### src/rtl/wavelet_pkg.sv
// wavelet_pkg: constants and FSM encoding shared by the tap line and the tap MAC reader.
//   TOTAL_TAPS / BITS_PER_TAP / COEF_BITS : default packing of taps and coefficients
//   ACC_BITS : accumulator width (product width plus growth for TOTAL_TAPS additions)
//   mac_state_t : IDLE=0, RUN=1, DONE=2
package wavelet_pkg;
  localparam int TOTAL_TAPS = 9;
  localparam int BITS_PER_TAP = 8;
  localparam int COEF_BITS = 8;
  function automatic int acc_bits(input int taps, input int tap_bits, input int coef_bits);
    return tap_bits + coef_bits + $clog2(taps);
  endfunction
  localparam int ACC_BITS = acc_bits(TOTAL_TAPS, BITS_PER_TAP, COEF_BITS);
  typedef enum logic [1:0] {IDLE = 2'd0, RUN = 2'd1, DONE = 2'd2} mac_state_t;
endpackage

### src/rtl/tap_mac_reader_if.sv
// tap_mac_reader_if: start/tap/coefficient request plus valid/ready result bundle.
//   master : drives i_start, i_taps, i_coeffs, i_ready; observes o_busy, o_valid, o_result
//   slave  : the reader side of the same signals
interface tap_mac_reader_if
  import wavelet_pkg::*;
#(
  parameter int TOTAL_TAPS = wavelet_pkg::TOTAL_TAPS,
  parameter int BITS_PER_TAP = wavelet_pkg::BITS_PER_TAP,
  parameter int COEF_BITS = wavelet_pkg::COEF_BITS,
  parameter int ACC_BITS = wavelet_pkg::ACC_BITS
);
  logic i_start;
  logic [TOTAL_TAPS*BITS_PER_TAP-1:0] i_taps;
  logic [TOTAL_TAPS*COEF_BITS-1:0] i_coeffs;
  logic i_ready;
  logic o_busy;
  logic o_valid;
  logic [ACC_BITS-1:0] o_result;
  modport master (output i_start, i_taps, i_coeffs, i_ready, input o_busy, o_valid, o_result);
  modport slave (input i_start, i_taps, i_coeffs, i_ready, output o_busy, o_valid, o_result);
endinterface

### src/rtl/tap_mac_reader_signed_mac.sv
// signed_mac: combinational signed multiply with sign-extended accumulate.
//   acc_in  : running sum
//   a, b    : signed operands
//   acc_out : acc_in + sign-extended a*b, wrapping at ACC_BITS
module signed_mac #(
  parameter int A_BITS = 8,
  parameter int B_BITS = 8,
  parameter int ACC_BITS = 20
) (
  input  logic signed [ACC_BITS-1:0] acc_in,
  input  logic signed [A_BITS-1:0]   a,
  input  logic signed [B_BITS-1:0]   b,
  output logic signed [ACC_BITS-1:0] acc_out
);
  logic signed [A_BITS+B_BITS-1:0] p;
  assign p = a * b;
  assign acc_out = acc_in + ACC_BITS'(p);
endmodule

### src/rtl/tap_mac_reader.sv
// tap_mac_reader: snapshots a packed tap/coefficient set on start and reduces it to one signed sum,
// one multiply-accumulate per clock, returned over a valid/ready handshake.
//   clk, reset : rising-edge clock, synchronous active-high reset
//   bus        : request (i_start, i_taps, i_coeffs), result (o_valid, o_result, i_ready), o_busy
module tap_mac_reader
  import wavelet_pkg::*;
#(
  parameter int TOTAL_TAPS = wavelet_pkg::TOTAL_TAPS,
  parameter int BITS_PER_TAP = wavelet_pkg::BITS_PER_TAP,
  parameter int TOTAL_BITS = TOTAL_TAPS * BITS_PER_TAP,
  parameter int COEF_BITS = wavelet_pkg::COEF_BITS,
  parameter int ACC_BITS = acc_bits(TOTAL_TAPS, BITS_PER_TAP, COEF_BITS)
) (
  input logic clk,
  input logic reset,
  tap_mac_reader_if.slave bus
);
  localparam int IDX_W = TOTAL_TAPS > 1 ? $clog2(TOTAL_TAPS) : 1;
  localparam logic [IDX_W-1:0] LAST = IDX_W'(TOTAL_TAPS - 1);
  mac_state_t state_q, state_d;
  logic [IDX_W-1:0] idx_q, idx_d;
  logic signed [ACC_BITS-1:0] acc_q, acc_d, mac_out;
  logic [TOTAL_BITS-1:0] taps_q, taps_d;
  logic [TOTAL_TAPS*COEF_BITS-1:0] coeffs_q, coeffs_d;
  logic [ACC_BITS-1:0] result_q, result_d;
  logic valid_q, valid_d, busy_q, busy_d;
  logic signed [BITS_PER_TAP-1:0] tap;
  logic signed [COEF_BITS-1:0] coef;
  logic load;
  assign tap = taps_q[idx_q*BITS_PER_TAP +: BITS_PER_TAP];
  assign coef = coeffs_q[idx_q*COEF_BITS +: COEF_BITS];
  signed_mac #(.A_BITS(BITS_PER_TAP), .B_BITS(COEF_BITS), .ACC_BITS(ACC_BITS)) u_mac (
    .acc_in(acc_q), .a(tap), .b(coef), .acc_out(mac_out)
  );
  // a start is taken from IDLE, or from DONE only on the handshake edge (back-to-back)
  assign load = bus.i_start && (state_q == IDLE || (state_q == DONE && bus.i_ready));
  always_comb begin
    state_d = state_q;
    idx_d = idx_q;
    acc_d = acc_q;
    taps_d = taps_q;
    coeffs_d = coeffs_q;
    result_d = result_q;
    valid_d = valid_q;
    case (state_q)
      RUN: begin
        acc_d = mac_out;
        idx_d = idx_q == LAST ? '0 : idx_q + 1'b1;
        if (idx_q == LAST) begin
          result_d = mac_out;
          valid_d = 1'b1;
          state_d = DONE;
        end
      end
      DONE: begin
        if (bus.i_ready) begin
          valid_d = 1'b0;
          state_d = IDLE;
        end
      end
      default: ;
    endcase
    if (load) begin
      taps_d = bus.i_taps;
      coeffs_d = bus.i_coeffs;
      acc_d = '0;
      idx_d = '0;
      state_d = RUN;
    end
    busy_d = state_d != IDLE;
  end
  always_ff @(posedge clk) begin
    if (reset) begin
      state_q <= IDLE;
      idx_q <= '0;
      acc_q <= '0;
      taps_q <= '0;
      coeffs_q <= '0;
      result_q <= '0;
      valid_q <= 1'b0;
      busy_q <= 1'b0;
    end else begin
      state_q <= state_d;
      idx_q <= idx_d;
      acc_q <= acc_d;
      taps_q <= taps_d;
      coeffs_q <= coeffs_d;
      result_q <= result_d;
      valid_q <= valid_d;
      busy_q <= busy_d;
    end
  end
  assign bus.o_busy = busy_q;
  assign bus.o_valid = valid_q;
  assign bus.o_result = result_q;
endmodule

### src/flat_wrapper.sv
// flat-port wrapper written by rule: the top's interface ports become plain ports
module tap_mac_reader_flat import wavelet_pkg::*;
#(
  parameter int TOTAL_TAPS = wavelet_pkg::TOTAL_TAPS,
  parameter int BITS_PER_TAP = wavelet_pkg::BITS_PER_TAP,
  parameter int TOTAL_BITS = TOTAL_TAPS * BITS_PER_TAP,
  parameter int COEF_BITS = wavelet_pkg::COEF_BITS,
  parameter int ACC_BITS = acc_bits(TOTAL_TAPS, BITS_PER_TAP, COEF_BITS)
)
  (clk, reset, bus_i_start, bus_i_taps, bus_i_coeffs, bus_i_ready, bus_o_busy, bus_o_valid, bus_o_result);
  tap_mac_reader_if #(.TOTAL_TAPS(TOTAL_TAPS), .BITS_PER_TAP(BITS_PER_TAP), .COEF_BITS(COEF_BITS), .ACC_BITS(ACC_BITS)) bus_i ();
  input logic clk;
  input logic reset;
  input wire logic [$bits(bus_i.i_start)-1:0] bus_i_start;
  input wire logic [$bits(bus_i.i_taps)-1:0] bus_i_taps;
  input wire logic [$bits(bus_i.i_coeffs)-1:0] bus_i_coeffs;
  input wire logic [$bits(bus_i.i_ready)-1:0] bus_i_ready;
  output wire logic [$bits(bus_i.o_busy)-1:0] bus_o_busy;
  output wire logic [$bits(bus_i.o_valid)-1:0] bus_o_valid;
  output wire logic [$bits(bus_i.o_result)-1:0] bus_o_result;
  assign bus_i.i_start = bus_i_start;
  assign bus_i.i_taps = bus_i_taps;
  assign bus_i.i_coeffs = bus_i_coeffs;
  assign bus_i.i_ready = bus_i_ready;
  assign bus_o_busy = bus_i.o_busy;
  assign bus_o_valid = bus_i.o_valid;
  assign bus_o_result = bus_i.o_result;
  tap_mac_reader #(.TOTAL_TAPS(TOTAL_TAPS), .BITS_PER_TAP(BITS_PER_TAP), .TOTAL_BITS(TOTAL_BITS), .COEF_BITS(COEF_BITS), .ACC_BITS(ACC_BITS)) u_core (.clk(clk), .reset(reset), .bus(bus_i));
endmodule
### config.mk
export PLATFORM = sky130hd
export DESIGN_NAME = tap_mac_reader_flat
export DESIGN_NICKNAME = d
export VERILOG_FILES = /design/src/rtl/wavelet_pkg.sv /design/src/rtl/tap_mac_reader_if.sv /design/src/rtl/tap_mac_reader_signed_mac.sv /design/src/rtl/tap_mac_reader.sv /design/src/flat_wrapper.sv
export SDC_FILE = /design/constraint.sdc
export NUM_CORES = 1
export LEC_CHECK = 0
export ABC_AREA = 0
export BUFFER_PORTS_ARGS = -buffer_cell sky130_fd_sc_hd__buf_4
export CORE_ASPECT_RATIO = 1.2
export CORE_UTILIZATION = 45
export DETAILED_ROUTE_END_ITERATION = 16
export PLACE_DENSITY_LB_ADDON = 0.25
export SKIP_LAST_GASP = 1
export SLEW_MARGIN = 20
export SYNTH_ARGS = -nofsm -noshare
export SYNTH_HDL_FRONTEND = slang
export SYNTH_SLANG_ARGS = --single-unit
### constraint.sdc
create_clock -name clk -period 6.3 [get_ports clk]
set_input_delay 0.945 -clock clk [delete_from_list [all_inputs] [get_ports clk]]
set_output_delay 0.945 -clock clk [all_outputs]
set_load 0.05 [all_outputs]
Yosys cells after proc, flatten, opt, wreduce, memory -nomap -nowiden:

Cells that the tools add are included.

* register bits after elaboration: 192
* bits in latches: 0
* memory bits (writable): 0
* memory bits (read-only): 0
* bits of input ports: 148
* output and inout bits: 22
* memories kept: 0

* add/subtract/negate cells: 2
* multipliers: 1
* divide/modulo/power cells: 0
* order comparisons: 0
* eq/ne operators: 5
* shift operators: 2
* muxes and demuxes: 8
* bitwise logic cells: 0
* reduce and logical (&&, ||, !) cells: 9

Operator list (count)
* 72-bit by 8-bit indexed part select with 8-bit output: 2
* 20-bit by 16-bit adder with 20-bit output: 1
* 8-bit by 8-bit multiplier with 16-bit output: 1
* 2-bit 2-to-1 mux: 3
* 4-bit by 1-bit adder with 4-bit output (second input constant): 1
* 4-bit == test (second input constant): 1
* 4-bit 2-to-1 mux: 1
* 2-bit one-hot mux with 2 select lines: 1
* 2-bit nonzero test: 2
* 3-bit AND reduction: 1
* 2-bit by 1-bit == test with 1-bit output (second input constant): 1
* 2-bit == test (second input constant): 1
* 1-bit logical AND: 2
* 2-bit logical NOT: 1
* 1-bit 2-to-1 mux: 2
* 2-bit by 1-bit != test with 1-bit output (second input constant): 1
* 2-bit != test (second input constant): 1
* 1-bit one-hot mux with 2 select lines: 1
* 2-bit AND reduction: 1
* 2-bit OR reduction: 1
* 1-bit logical OR: 1

Depth between registers and ports, before layout:

* depth in word-level cells: 6
* mapped depth: 24
* depth with buffers taken out: 22

By module:

From an unflattened synthesis, not the netlist that was laid out.

* cell total of the unflattened synthesis: 1375
* area total of the unflattened synthesis: 12139.1 sq um

Modules (own cells, without submodules)
* tap_mac_reader: instances 1, cells each 993, area each 8530.7 sq um
* signed_mac: instances 1, cells each 382, area each 3608.5 sq um

Worst setup path before layout:

No wires, ideal clock.

* path type: reg2reg
* from: register u_core.idx_q[0]
* to: register u_core.result_q[14] (netlist: u_core.bus.o_result[14])
* setup time: 0.134 ns
* data arrival time: 6.567 ns
* slack: -0.401 ns
* cell stages (with the launch flop): 21
* cells stage by stage: dfxtp_1 -> buf_4 -> mux4_2 -> mux2i_1 -> o21ai_0 -> inv_1 -> nor2_1 -> inv_1 -> fa_1 -> inv_1 -> fa_1 -> fa_1 -> fa_1 -> fa_1 -> ha_1 -> a21o_2 -> a21oi_1 -> a21oi_1 -> o211ai_2 -> a2111oi_0 -> or4_1

* word-level cells in the longest chain between the ends: 3
* elaborated cells on any way between the ends: 6
* classes of those cells: add/sub (1); mul (1); eq/ne (1); shift (2); reduce/logical (1)

Ends and longest elaborated chain
* start: declaration: RTL line tap_mac_reader.sv:21 `logic [IDX_W-1:0] idx_q, idx_d;`
* start signal: assignment: RTL line tap_mac_reader.sv:84 `idx_q <= idx_d;`
* 72-bit by 8-bit indexed part select with 8-bit output (on tied branches): RTL line tap_mac_reader.sv:30, tap_mac_reader.sv:31
* 8-bit by 8-bit multiplier with 16-bit output: RTL line tap_mac_reader_signed_mac.sv:16 `assign p = a * b;`
* 20-bit by 16-bit adder with 20-bit output: RTL line tap_mac_reader_signed_mac.sv:17 `assign acc_out = acc_in + ACC_BITS'(p);`
* end signal: assignment: RTL line tap_mac_reader.sv:88 `result_q <= result_d;`
* end: declaration: RTL line tap_mac_reader.sv:25 `logic [ACC_BITS-1:0] result_q, result_d;`

Parallel ways exist; a longest one is shown, timed or not.
A chain may end at the register's enable or synchronous reset.

Worst setup path in the final report:

Ends and elaborated chain as after synthesis.

==> metrics.md <==
| Metric | Value |
|---|---|
| TritonCTS clock tree | `done` |
| Area of the die | `26260 µm²` |
| First-pass GRT wire length | `47990 µm` |
| Drt wl/cell | `16.00 µm` |
| Layout Skew | `0.01256 ns` |
| Area growth syn-to-layout | `21.12%` |
| XOR/XNOR Fraction of Synth Area | `1.292%` |
| Synth Area in Compound Gates | `11.85%` |
| Netlist area before placement | `11530 µm²` |
| Syn Inst Count | `1320` |
| Slew Viols, Final | `0` |
| Final period util | `96.69%` |
| Sw power | `0.0009222 W` |
| Final Hold Viols | `0` |
| Cell mode on critical path | `fa_1` |
| Final Util | `56.05%` |
| Clock latency on the worst-skew pair | `0.43 ns` |
| CTS max path bufs | `2` |
| Pre-antenna DRT Iters | `6` |
| Syn_area_per_cell | `8.732 µm²` |
| Setup violators final | `0` |
| Post-synth EDFFs | `0` |
| Crit-path slowest cell | `fa_1` |
| ANT nets after route | `0` |
| Sequential fraction of the synthesis area | `33.35%` |
| Core footprint | `24910 µm²` |
| Io pins | `170` |
| Cts hold-fix bufs | `0` |
| Vias per inst | `5.233` |
| Worst path max stage delay | `0.54 ns` |
| Yosys top cell by area | `dfxtp_1` |
| H-tree depth | `4` |
| Starting density of the core | `46.27%` |
| ANT cells | `0` |
| Internal | `0.002131 W` |
| Netlist cell types | `59` |
| Max-cap violations | `0` |
| Die Span Y | `177.3 µm` |
| Sequential Power Share | `43.2%` |
| RSZ-0062 raised after global routing | `true` |
| Routed WL | `29150 µm` |
| Critical-path cell list | `buf_12 > buf_4 > mux4_2 > nand2_1 > a21oi_1 > a21oi_2 > nor2_1 > fa_1 > inv_1 > fa_1 > inv_1 > fa_1 > fa_1 > fa_1 > ha_1 > nand4_1 > a21oi_1 > o211ai_2 > and3_2 > or4_1` |
| Synth top area cells | `dfxtp_1 (33%), fa_1 (15%), nand2_1 (12%)` |
| Yosys reg bits | `192` |
| Sw Share | `30.21%` |
| Main combinational cell family by area after synthesis | `adder cells` |
| Post-synth ARST share | `0%` |
| Worst-Margin Slew | `1.103 ns` |
| Leakage power | `6.156 nW` |
| Synth Flop Type | `dfxtp_1` |
| Largest net degree at the start of global routing | `119` |
| Number of global-route vias before repair | `9716` |
| HP Class | `flip-flop to flip-flop` |
| Worst IR Drop VDD | `0.0001796 V` |
| Port bufs | `169` |
| Clk sink count | `192` |
| DP HPWL | `21720 µm` |
| Fin worst setup slack | `0.2086 ns` |
| CTS Buf Count | `17` |
| Required @ worst endpoint | `6.60 ns` |
| Critical path type | `flip-flop to flip-flop` |
| Syn nets | `1607` |
| Die W | `148.1 µm` |
| Post-synthesis mux area share | `7.729%` |
| Outcome | `finished, final reports clean` |
| Nets | `1771` |
| CP Max Fanout | `13` |
| Setup crit end kind | `flip-flop` |
| Iter 0 DRT Violations | `628` |
| Tmin final | `6.091 ns` |
| Routed vias | `9534` |
| GPL Wtd Cong | `0.8709` |
| Relative slew slack | `26.48%` |
| DRC viols | `0` |
| Synth top area share | `33.35%` |
| PD cells | `218.7 nW/µm²` |
| Reg clk slew, reported paths | `0.07 ns` |
| Global route total overflow | `0` |
| Cell Rows | `63` |
| Clock power share | `36.1%` |
| Initial antenna violation count | `0` |
| Startpoint class of the critical path | `flip-flop` |
| Post-synthesis adder-cell area fraction | `20.82%` |
| Synth warn | `0` |
| Fraction of power consumed by combinational cells | `20.7%` |
| Share of cells above drive strength 1 | `21.71%` |
| Place WS | `0.1104 ns` |
| Crit path DAT | `6.39 ns` |
| Fmax | `0.1642 GHz` |
| Post-Synth Simple-Gate Area | `18.58%` |
| Clock Tree Root | `clkbuf_16` |
| Total Routing Usage GR | `22.96%` |
## registers in the layout, summed over array words and instances, names as in the netlist
| signal | cells |
|---|---|
| u_core.taps_q | 72 |
| u_core.state_q | 2 |
| u_core.bus.o_result | 20 |
| u_core.idx_q | 4 |
| u_core.bus.o_valid | 1 |
| u_core.coeffs_q | 72 |
| u_core.bus.o_busy | 1 |
| u_core.acc_q | 20 |
## worst max-delay path: cells and delay by family, from the launching register on
kind | cells | cell delay, ns
flops | 1 | 0.41
buf+inv | 4 | 0.42
mux | 1 | 0.50
simple gates | 5 | 1.09
compound gates | 4 | 0.76
fa+ha+maj | 6 | 2.78
## cell usage after synthesis, types with 12 or more instances
| cell | instances |
|---|---|
| inv_1 | 98 |
| xnor2_1 | 12 |
| a21oi_1 | 188 |
| mux4_2 | 32 |
| nor2_1 | 53 |
| ha_1 | 51 |
| nand2b_1 | 14 |
| nand3_1 | 18 |
| dfxtp_1 | 192 |
| clkbuf_1 | 56 |
| mux2i_1 | 17 |
| nand2_1 | 358 |
| fa_1 | 88 |
## what timing repair did
| action | 4_1_cts | 5_1_grt |
|---|---|---|
| endpoints found under the hold margin | 0 | 0 |
| setup endpoints to repair | 0 | 11 |
| buffers inserted | 0 | 6 |
| resized for setup | 0 | 10 |
## power by group through the flow
stage                     registers (W)  clock network, W  logic (W)
final                           0.00132           0.00110   0.000633
after global routing            0.00133           0.00116   0.000710
after CTS                       0.00132           0.00112   0.000627
after detailed placement        0.00135                 0   0.000622
after global placement          0.00134                 0   0.000612
after floorplan                 0.00133                 0   0.000414
## layout by cell type (no fill, tap or decap), types with 17 or more instances in the layout
master     instances
nand2_1          358
buf_4            222
mux2i_1           17
ha_1              49
inv_1             96
a21oi_1          185
mux4_2            32
nor2_1            52
clkbuf_16         17
fa_1              87
dfxtp_1          190
nand3_1           18
## worst paths after layout
| path | from | end | slack [ns] | cells after the start |
|---|---|---|---|---|
| min reg2reg | u_core.coeffs_q[50] | u_core.coeffs_q[50] | 0.45 | 2 |
| min | u_core.coeffs_q[50] | u_core.coeffs_q[50] | 0.45 | 2 |
| max reg2reg | u_core.idx_q[0] | u_core.bus.o_result[14] | 0.21 | 20 |
| max | u_core.idx_q[0] | u_core.bus.o_result[14] | 0.21 | 20 |
## kinds of logic after synthesis
| logic type | Yosys count |
|---|---|
| AO/OA/AOI/OAI | 242 |
| AND/OR/NAND/NOR | 501 |
| multiplexers | 49 |
| buffers and inverters | 180 |
| XOR/XNOR | 17 |
| flip-flops | 192 |
| adder cells (fa/ha/maj) | 139 |
## final cells by class
class / count / area (µm²)
clock buffers: 18 / 429.2
clock inverters: 14 / 170.2
fillers: 2306 / 10950
inverters: 100 / 375.4
multi-input cells: 948 / 7013
flip-flops and latches: 192 / 3849
well taps: 325 / 406.6
repair buffers: 225 / 1718
## routing by layer
metal	global-route usage [%]	wire [µm]	up-vias
met5	0	0	-
met4	5.284	335	0
met3	3.059	1165	16
met2	40.77	14870	229
met1	29.49	12780	4629
li1	-	-	4660
## metrics by stage
stage	hold slack, ns	instance area, µm²	instances	power (W)	setup TNS [ns]
after floorplan	0.4331	11530	1320	0.001747	0
after global placement	0.4396	13280	1784	0.001955	0
after detailed placement	0.4447	13280	1784	0.001967	0
after CTS	0.4555	13880	1816	0.003063	0
after global routing	0.4734	13960	1822	0.003196	-0.1148
final	0.4545	13960	1822	0.003053	0
Note: power is estimated with default switching activity, not from simulation.
